<file path="src/rtl/tnoc_flit_sender.sv">
// Packet-to-flit transmitter: one request (VC, header, length) becomes a head flit followed by
// the payload words, tail-marked, on a registered per-VC valid/ready port. Optional parity: TNOC_FLIT_SENDER_PARITY_EN.
module tnoc_flit_sender #(
  parameter int CHANNELS    = 2,
  parameter int DATA_WIDTH  = 64,
  parameter int MAX_PAYLOAD = 8,
  localparam int VC_W  = (CHANNELS > 1) ? $clog2(CHANNELS) : 1,
  localparam int LEN_W = (MAX_PAYLOAD > 0) ? $clog2(MAX_PAYLOAD + 1) : 1
) (
  input  logic                  clk,
  input  logic                  rst,
  input  logic                  i_req_valid,
  output logic                  o_req_ready,
  input  logic [VC_W-1:0]       i_req_vc,
  input  logic [DATA_WIDTH-1:0] i_req_header,
  input  logic [LEN_W-1:0]      i_req_length,
  input  logic                  i_data_valid,
  output logic                  o_data_ready,
  input  logic [DATA_WIDTH-1:0] i_data,
  output logic [CHANNELS-1:0]   o_flit_valid,
  input  logic [CHANNELS-1:0]   i_flit_ready,
  output logic                  o_flit_head,
  output logic                  o_flit_tail,
  output logic [DATA_WIDTH-1:0] o_flit_data,
  output logic                  o_flit_parity,
  output logic                  o_busy
);

  typedef enum logic [0:0] {IDLE = 1'b0, PAYLOAD = 1'b1} state_t;

  state_t                state_r;
  state_t                next_state;
  logic [VC_W-1:0]       vc_r;
  logic [LEN_W-1:0]      remaining_r;
  logic [CHANNELS-1:0]   flit_valid_r;
  logic                  flit_head_r;
  logic                  flit_tail_r;
  logic [DATA_WIDTH-1:0] flit_data_r;

  logic                  flit_accept;
  logic                  slot_free;
  logic [LEN_W-1:0]      req_len_clamped;
  logic                  load;
  logic                  load_head;
  logic                  load_tail;
  logic [DATA_WIDTH-1:0] load_data;
  logic [CHANNELS-1:0]   load_valid;

  function automatic logic [CHANNELS-1:0] vc_onehot(input logic [VC_W-1:0] vc);
    logic [CHANNELS-1:0] oh;
    for (int i = 0; i < CHANNELS; i++) begin
      oh[i] = (vc == VC_W'(i));
    end
    return oh;
  endfunction

  // Valid is held only on the latched VC, so masking ready by it ignores the other VCs.
  assign flit_accept     = |(flit_valid_r & i_flit_ready);
  assign slot_free       = ~|flit_valid_r | flit_accept;
  assign req_len_clamped = (i_req_length > LEN_W'(MAX_PAYLOAD)) ? LEN_W'(MAX_PAYLOAD) : i_req_length;

  // Next state, handshake readies and the flit to load into the output register
  always_comb begin
    next_state   = state_r;
    o_req_ready  = 1'b0;
    o_data_ready = 1'b0;
    load         = 1'b0;
    load_head    = 1'b0;
    load_tail    = 1'b0;
    load_data    = i_data;
    load_valid   = vc_onehot(vc_r);
    case (state_r)
      IDLE: begin
        o_req_ready = slot_free;
        load_valid  = vc_onehot(i_req_vc);
        if (i_req_valid && slot_free) begin
          load       = 1'b1;
          load_head  = 1'b1;
          load_tail  = (req_len_clamped == LEN_W'(0));
          load_data  = i_req_header;
          next_state = (req_len_clamped == LEN_W'(0)) ? IDLE : PAYLOAD;
        end else begin
          next_state = IDLE;
        end
      end
      PAYLOAD: begin
        o_data_ready = slot_free;
        if (i_data_valid && slot_free) begin
          load       = 1'b1;
          load_tail  = (remaining_r == LEN_W'(1));
          next_state = (remaining_r == LEN_W'(1)) ? IDLE : PAYLOAD;
        end else begin
          next_state = PAYLOAD;
        end
      end
      default: begin
        next_state = IDLE;
      end
    endcase
  end

  // Packet control state: FSM, latched VC and payload words still to request
  always_ff @(posedge clk or posedge rst) begin
    if (rst) begin
      state_r     <= IDLE;
      vc_r        <= {VC_W{1'b0}};
      remaining_r <= {LEN_W{1'b0}};
    end else begin
      state_r <= next_state;
      if (load && state_r == IDLE) begin
        vc_r        <= i_req_vc;
        remaining_r <= req_len_clamped;
      end else if (load) begin
        remaining_r <= remaining_r - LEN_W'(1);
      end
    end
  end

  // Output flit register: loads when the slot frees, otherwise holds until accepted
  always_ff @(posedge clk or posedge rst) begin
    if (rst) begin
      flit_valid_r <= {CHANNELS{1'b0}};
      flit_head_r  <= 1'b0;
      flit_tail_r  <= 1'b0;
      flit_data_r  <= {DATA_WIDTH{1'b0}};
    end else if (load) begin
      flit_valid_r <= load_valid;
      flit_head_r  <= load_head;
      flit_tail_r  <= load_tail;
      flit_data_r  <= load_data;
    end else if (flit_accept) begin
      flit_valid_r <= {CHANNELS{1'b0}};
    end
  end

`ifdef TNOC_FLIT_SENDER_PARITY_EN
  logic flit_parity_r;

  function automatic logic even_parity(input logic head, input logic tail,
                                       input logic [DATA_WIDTH-1:0] data);
    return ^{head, tail, data};
  endfunction

  // Parity travels with the flit it covers
  always_ff @(posedge clk or posedge rst) begin
    if (rst) begin
      flit_parity_r <= 1'b0;
    end else if (load) begin
      flit_parity_r <= even_parity(load_head, load_tail, load_data);
    end
  end

  assign o_flit_parity = flit_parity_r;
`else
  assign o_flit_parity = 1'b0;
`endif

  assign o_flit_valid = flit_valid_r;
  assign o_flit_head  = flit_head_r;
  assign o_flit_tail  = flit_tail_r;
  assign o_flit_data  = flit_data_r;
  assign o_busy       = (state_r != IDLE) | (|flit_valid_r);

endmodule

</file>
<file path="config.mk">
export PLATFORM = sky130hd
export DESIGN_NAME = tnoc_flit_sender
export DESIGN_NICKNAME = d
export VERILOG_FILES = /design/src/rtl/tnoc_flit_sender.sv
export SDC_FILE = /design/constraint.sdc
export NUM_CORES = 1
export LEC_CHECK = 0
export BUFFER_PORTS_ARGS = -buffer_cell sky130_fd_sc_hd__buf_4
export CAP_MARGIN = 20
export CELL_PAD_IN_SITES_DETAIL_PLACEMENT = 0
export CELL_PAD_IN_SITES_GLOBAL_PLACEMENT = 1
export CORE_UTILIZATION = 33
export CTS_CLUSTER_SIZE = 8
export DETAILED_ROUTE_END_ITERATION = 12
export GPL_TIMING_DRIVEN = 0
export HOLD_SLACK_MARGIN = 0.12
export PLACE_DENSITY = 0.78
export SYNTH_ARGS = -nofsm -noshare
export SYNTH_HDL_FRONTEND = slang
export SYNTH_SLANG_ARGS = --single-unit
export TNS_END_PERCENT = 5
</file>
<file path="constraint.sdc">
create_clock -name clk -period 3.1 [get_ports clk]
set_input_delay 0.93 -clock clk [delete_from_list [all_inputs] [get_ports clk]]
set_output_delay 0.93 -clock clk [all_outputs]
set_load 0.02 [all_outputs]
</file>
# == Word-level counts from Yosys, hierarchy flattened ==
# Cells that the tools add are included.
# op_classes
n_addsub,1
order_cmp,1
eq_ne,1
mux,22
bitwise_logic,6
n_reduce_logical,9
# ops
operator,n
$mux W64,2
$mux W4,3
$mux W1,11
$mux W2,3
$pmux W1 S2,3
$eq A4 B1 Y1 const B,1
$gt A4 B4 Y1 const B,1
$logic_not A4 Y1,1
$reduce_bool A2 Y1,2
$reduce_or A2 Y1,2
$sub A4 B1 Y4 const B,1
$logic_and A1 B1 Y1,3
$not A1 Y1,3
$and A2 B2 Y2,1
$or A1 B1 Y1,2
$logic_not A1 Y1,1
# word_totals
ff_bits,74
input_bits,139
out_inout_bits,72
elab_cells,47

# == Logic depth before layout (Yosys ltp) ==
# Gate-level depths: netlist of the first run.
# logic_depth
ltp_word,8
mapped_depth,6
mapped_depth_nobuf,5

# == Least setup slack after synthesis of the first run ==
# No wires, ideal clock.
# synth_path
path_kind,in2out
start,in i_flit_ready[0]
end,out o_data_ready
arrival_time_ns,1.788
required_ns,2.170
slack_ns,0.382
path_stages,4
n_path_buf,1
path_cell_list,a22oi_2 nand2_2 buf_2 and2_1
# synth_between
elab_chain_len,4
# synth_lines
item,line_no,source
start: declaration,21,"input logic [CHANNELS-1:0] i_flit_ready,"
$and A2 B2 Y2,58,assign flit_accept = |(flit_valid_r & i_flit_ready);
$reduce_or A2 Y1,58,
$or A1 B1 Y1,59,assign slot_free = ~|flit_valid_r | flit_accept;
$mux W1,72,case (state_r)
end: declaration,18,"output logic o_data_ready,"
# No other way between the ends.

# == Worst setup path after layout of the first run ==
# Same ends and word-level chain as after synthesis.

==> impl_results.md, run 1 <==
- Status: finished clean
- # diodes: 0
- Critical path class: input pin to output port
- Synth Register Bits: 74
- Vias in the first global route: 3264
- EDFF count, synth: 0
- CP max FO: 10
- Yosys cell types: 43
- DPL Wire Length: 8495 um
- DP Worst Slack: -110.6 ps
- Routed WL: 11220 um
- Die area: 11810 sq um
- Post-Synth Simple-Gate Area: 0.03299
- Cell Area, Synth: 3755 sq um
- CTS Buf Count: 9
- Drt pass-1 iters: 4
- Worst setup margin: 201.8 ps
- Worst Hold Slack: 499.3 ps
- Global route overflow: 0
- Final setup viols: 0
- Die H: 108.7 um
- Die X: 108.7 um
- Slew headroom: 0.6284
- Register area share after synthesis: 0.4932
- Mean area per synthesized cell: 13.04 sq um
- IO Pins: 211
- Antenna violations before repair: 0
- Wirelength per Cell: 17.13 um
- Fin Clk Skew: 5.897 ps
- Fin nets: 651
- Peak supply drop: 0.0004420 V
- Row count: 38
- CTS tree: yes
- Mux share of post-synthesis cell area: 0.005665
- Worst hold-check path type: register to register
- Buffers on Ports: 209
- Drc violations: 0
- Remaining antenna violation count after routing: 0
- Max Freq: 0.3450 GHz
- Leak: 2.607 nW
- Min cycle time layout: 2898 ps
- Largest family of logic cells by synthesized area: compound AO/OA/AOI/OAI gates
- Pin count of the biggest net entering global routing: 41
- Adder-cell area share of the yosys netlist: 0.006664
- Via density: 5.084
- RePlAce Congestion: 0.7981
- Clock Path Buffers: 2
- Synth warnings: 0
- Worst-path clk slew: 60 ps
- Worst slew pin tran: 557.4 ps
- Register-to-Register Path Depth: 5
- Crit share post-route: 0.9349
- TNS Setup: 0 ps
- Core area: 10980 sq um
- First-pass GRT wire length: 16950 um
- Initial Util: 0.3419
- Xor/xnor share of the synthesized area: 0
- CP endpoint kind: output port
- Synth-to-Final Area Change: 56.25%
- RR Endpoint: o_flit_data[22]
- Root Driver: clkbuf_16
- Slew Limit Fails: 0
- Routed vias: 3330
- Worst Setup SP: i_flit_ready[0]
- Arrival time at the worst endpoint: 1970 ps
- Area fraction in compound gates after synthesis: 0.3922
- Layout cells sized above 1: 0.5825
- Fin util: 0.5342
- Clk sinks: 74
- Ys flop type: dfrtp_1
- Final instance area: 5867 sq um
- Max Cap Violations: 0
- Ys async rst share: 1.000
- Clk_lat worst skew: 320 ps
- Post-Place Cell Area: 5522 sq um
- R2R Path Start: state_r
- GR Util All Layers: 0.1889
- Net Count, Synth: 429
- Mapped Cells: 288
- Final hold violations: 0
- RSZ-0062 raised after global routing: no
- Worst Setup EP: o_data_ready
- Startpoint Class: input pin
- Internal reg-to-reg setup slack: 1340 ps
- Iter 0 DRT Violations: 95
- Pwr per Cell Area: 1142 nW/um^2
- CP Data Required Time: 2170 ps
- Number of H-tree levels: 3
critical path, stage by stage:
cell	delay [ps]
buf_4	120
a22oi_2	220
nand2_2	130
buf_2	210
and2_1	190
buf_4	160
what timing repair did:
| action | in CTS | in global routing |
|---|---|---|
| hold buffers | 0 | 0 |
| buffers inserted | 1 | 0 |
| gates resized for setup | 0 | 0 |
| endpoints found under the setup margin | 1 | 0 |
cell usage after synthesis (2+ instances only):
| cell type | n | area [sq um] |
|---|---|---|
| ha_1 | 2 | 25.02 |
| clkbuf_1 | 14 | 52.55 |
| a22oi_1 | 4 | 30.03 |
| o22ai_1 | 66 | 412.9 |
| dfrtp_1 | 74 | 1852 |
| a2bb2oi_1 | 13 | 113.9 |
| nor2b_1 | 3 | 18.77 |
| buf_12 | 5 | 100.1 |
| buf_2 | 8 | 40.04 |
| a21oi_1 | 2 | 10.01 |
| nand2b_1 | 2 | 12.51 |
| nand2_1 | 3 | 11.26 |
| a2bb2oi_2 | 50 | 750.7 |
| buf_4 | 3 | 22.52 |
| and2_1 | 3 | 18.77 |
| o2bb2a_1 | 2 | 20.02 |
| inv_1 | 5 | 18.77 |
| a22o_1 | 2 | 17.52 |
| o21ai_0 | 2 | 10.01 |
| buf_6 | 2 | 22.52 |
kinds of logic after synthesis:
kind of cell | count (synthesis)
adders and majority gates | 2
and+or+nand+nor | 21
buffers and inverters | 37
AOI/OAI and AO/OA | 151
other | 1
muxes | 2
DFF | 74
placed cells by master, fill, tap and decap left out, types with 4 or more instances in the layout:
cell       instances
clkbuf_1          14
buf_12             6
o22ai_1           66
dfrtp_1           74
buf_4            213
a2bb2oi_1         13
buf_2              8
clkbuf_16          9
inv_1              4
a2bb2oi_2         50
a22oi_1            4
per-stage QoR:
step / std cells / total power, mW
final: 655 / 6.701
after global routing: 655 / 7.083
after CTS: 655 / 6.775
after detailed placement: 638 / 5.592
after global placement: 637 / 5.525
after floorplan: 288 / 4.279
flip-flops by register name (all words and copies together) (netlist names):
register      flops
vc_r              1
o_flit_tail       1
o_flit_valid      2
state_r           1
remaining_r       4
o_flit_head       1
o_flit_data      64
how the worst min path moves through the flow:
| stage | startpoint | end | slack [ps] | cells past startpoint |
|---|---|---|---|---|
| finish | o_flit_data[39] | o_flit_data[39] | 500 | 1 |
| global route | o_flit_data[39] | o_flit_data[39] | 540 | 1 |
| floorplan | vc_r | vc_r | 480 | 1 |
| global placement | o_flit_data[31] | o_flit_data[31] | 480 | 1 |
| CTS | o_flit_data[31] | o_flit_data[31] | 500 | 1 |
| detailed placement | o_flit_data[31] | o_flit_data[31] | 480 | 1 |
metal layers:
layer / GRT usage / share of wire / routed length [um]
met1: 0.2441 / 0.43 / 4789
met5: 0 / 0 / 0
met4: 0.05019 / 0.0052 / 58
met2: 0.3255 / 0.52 / 5836
met3: 0.03288 / 0.048 / 538
cell type report:
class	instances	area (sq um)
plain buffers	32	237.7
clock buffers	11	252.7
well taps	140	175.2
repair buffers	211	1597
multi-input cells	177	1647
flip-flops and latches	74	1852
fillers	994	5116
inverters	5	21.27
clock inverters	5	85.08
report_power, final:
group / leakage [nW] / internal (mW) / switching, mW
sequential: 0.829 / 1.45 / 0.337
combinational: 1.62 / 1.89 / 1.87
clock: 0.162 / 0.753 / 0.398
(Power assumes the default switching activity.)
==> run 2: changes to the inputs <==
Settings changed: ABC_AREA set to 1, CORE_UTILIZATION 33 to 31, CTS_CLUSTER_DIAMETER set to 30.
==> run 2 against run 1 <==
  * Sequential cell count unchanged
  * Critical endpoint unchanged
  * Fmax is essentially flat
  * Design area increased by 9.5%
  * Total power shrank 7.3%
  * Clock-buffer cell count is 1 higher
  * Highest routed layer unchanged
  * Worst setup slack worse by 0.64 ps
  * Non-clock buffer count up 10
  * First-iteration DRC count is 110% higher
==> impl_results.md, run 2 <==
- Startpoint Class: input pin
- Placed Cells incl. Taps: 1028 (+61%)
- Iter 0 DRT Violations: 204 (+110%)
- Final hold violations: 0 (unchanged)
- Register-to-Register Path Depth: 7 (+2)
- Peak supply drop: 0.0004272 V (-3.3%)
- Pin count of the biggest net entering global routing: 46 (+12%)
- CTS tree: yes
- Mean area per synthesized cell: 6.757 sq um (-48%)
- Initial Util: 0.3225 (-0.01943)
- Worst-path clk slew: 50 ps (about the same)
- Layout cells sized above 1: 0.2852 (-0.2973)
- Post-Place Cell Area: 6157 sq um (+12%)
- Antenna violations before repair: 0 (unchanged)
- Vias in the first global route: 4835 (+48%)
- Design Power: 6.214 mW (-7.3%)
- Synth top area share: 0.4269 (-0.06629)
- Worst hold-check path type: register to register
- Wirelength per Cell: 13.93 um (-19%)
- Final setup viols: 0 (unchanged)
- RSZ-0062 raised after global routing: no
- Slew headroom: 0.6285 (about the same)
- CP endpoint kind: output port
- Leak: 3.904 nW (+50%)
- Clk_lat worst skew: 340 ps (+20 ps)
- Max stage delay on crit path: 370 ps (+150 ps)
- Worst slew pin tran: 557.2 ps (-0.2142 ps)
- Min cycle time layout: 2899 ps (+0.6370 ps)
- RePlAce Congestion: 0.8106 (+1.6%)
- Ys flop type: dfrtp_1
- Die X: 120.3 um (+11%)
- Synth area leaders: dfrtp_1 (43%), nand2_1 (19%), inv_1 (12%)
- Clock Path Buffers: 2 (unchanged)
- Max reg flops: 64 (unchanged)
- Largest area contributor in the netlist: dfrtp_1
- Routed WL: 14510 um (+29%)
- Yosys cell types: 20 (-53%)
- Most frequent cells in the layout: nand2_1 (223), buf_4 (216), inv_1 (136)
- Hold Buf Count CTS: 0 (unchanged)
- Internal reg-to-reg setup slack: 970 ps (-370 ps)
- Critical path class: input pin to output port
- CTS Buf Count: 9 (unchanged)
- Worst Hold Slack: 477.1 ps (-22.20 ps)
- Register area share after synthesis: 0.4269 (-0.06629)
- Hold Path Stages: 2 (+1)
- DPL Wire Length: 10930 um (+29%)
- IO Pins: 211 (unchanged)
- Max Freq: 0.3450 GHz (about the same)
- Final instance area: 6425 sq um (+9.5%)
- Leading cell type in the layout, fill and taps excluded: nand2_1
- # diodes: 0 (unchanged)
- Synth Register Bits: 74 (unchanged)
- Die H: 120.3 um (+11%)
- Synth-to-Final Area Change: 48.11%
- HP Start: o_flit_data[29]
- Resize count post-CTS: 0 (unchanged)
- Buf/Inv on CP: 3 (unchanged)
- Remaining antenna violation count after routing: 0 (unchanged)
- Most frequent cell after synthesis: nand2_1
- EDFF count, synth: 0 (unchanged)
- Mapped Cells: 642 (+120%)
- Fin Clk Skew: 4.800 ps (-1.097 ps)
- Post-CTS Setup Inserts: 0 (-1)
- Worst Setup SP: i_flit_ready[1]
- List of most frequent post-synthesis cells: nand2_1 (223), inv_1 (137), dfrtp_1 (74), nand3_1 (72), nand4_1 (69)
- First-pass GRT wire length: 23450 um (+38%)
- Synth warnings: 0 (unchanged)
- Arrival time at the worst endpoint: 1970 ps (about the same)
- Cell mode on critical path: buf_4
- GR Util All Layers: 0.2070 (+0.01803)
- TNS Setup: 0 ps (unchanged)
- Global route overflow: 0 (unchanged)
- Fin nets: 1003 (+54%)
- Max Cap Violations: 0 (unchanged)
- Drc violations: 0 (unchanged)
- Drt pass-1 iters: 4 (unchanged)
- Fin util: 0.4776 (-0.05659)
- Number of H-tree levels: 3 (unchanged)
- Ys async rst share: 1.000 (unchanged)
- CP Cell Sequence: buf_4 -> nand2_1 -> nand3_2 -> inv_1 -> nor2_1 -> buf_4
- Kind of cell adding the most delay to the critical path: simple AND/OR/NAND/NOR gates
- CP max FO: 18 (+8)
- Hold worst-path end: o_flit_data[29]
- Cell Area, Synth: 4338 sq um (+16%)
- Root Driver: clkbuf_16
- Slew Limit Fails: 0 (unchanged)
- Pwr per Cell Area: 967.1 nW/um^2 (-15%)
- Via density: 4.589 (-9.7%)
- Crit share post-route: 0.9351 (about the same)
- Net Count, Synth: 783 (+83%)
- Status: finished clean
- Buffers on Ports: 209 (unchanged)
- Worst setup margin: 201.1 ps (-0.6370 ps)
- Row count: 42 (+11%)
- RR Endpoint: o_flit_data[22]
- R2R Path Start: o_flit_valid[1]
- Die area: 14470 sq um (+23%)
- Post-route insts no fill: 1042 (+59%)
- CP Data Required Time: 2170 ps (about the same)
- Clk sinks: 74 (unchanged)
- Routed vias: 4782 (+44%)
- Core area: 13450 sq um (+22%)
- Slowest cell on crit path: nand3_2
- DP Worst Slack: 27.10 ps (+137.7 ps)
## run 2: report_power, final
part,internal (mW),switching (mW),leakage [nW],total (mW)
sequential,1.46,0.291,0.908,1.75
clock,0.577,0.391,0.138,0.967
combinational,1.30,2.19,2.86,3.50
total,3.34,2.88,3.90,6.21
## run 2: how the worst max path moves through the flow
stage | slack, ps | end | cells past startpoint
global route | 60 | o_data_ready | 6
global placement | -840 | o_flit_data[52] | 2
floorplan | 290 | o_flit_data[0] | 1
finish | 200 | o_data_ready | 6
CTS | 30 | o_data_ready | 7
detailed placement | 30 | o_data_ready | 7
## run 2: cell type report
class / instances / area, sq um
flip-flops and latches: 74 / 1852
repair buffers: 210 / 1597
multi-input cells: 384 / 1752
clock inverters: 3 / 15.01
fillers: 1408 / 7028
plain buffers: 43 / 205.2
inverters: 140 / 528.0
well taps: 176 / 220.2
clock buffers: 12 / 256.5
## run 2: logic make-up (layout without fill, tap and decap cells)
logic type	Yosys count	count (layout)	share of synthesized area
and+or+nand+nor	378	378	0.3920
buffers and inverters	184	408	0.1693
DFF	74	74	0.4269
adders and majority gates	2	2	0.005768
xor gates and xnor gates	2	2	0.004039
other	1	1	0.0008645
AOI/OAI and AO/OA	1	1	0.001153
## run 2: worst min-delay path, cell delays in order (launching register included)
cell,delay (ps)
dfrtp_1,340
nand2_1,60
nand2_1,50
## run 2: per-layer routing
metal	vias up	part of all wire	global-route usage
met5	-	0	0
met2	148	0.49	0.3509
met3	18	0.059	0.03726
met4	0	0.021	0.07948
li1	2419	-	-
met1	2197	0.43	0.2610
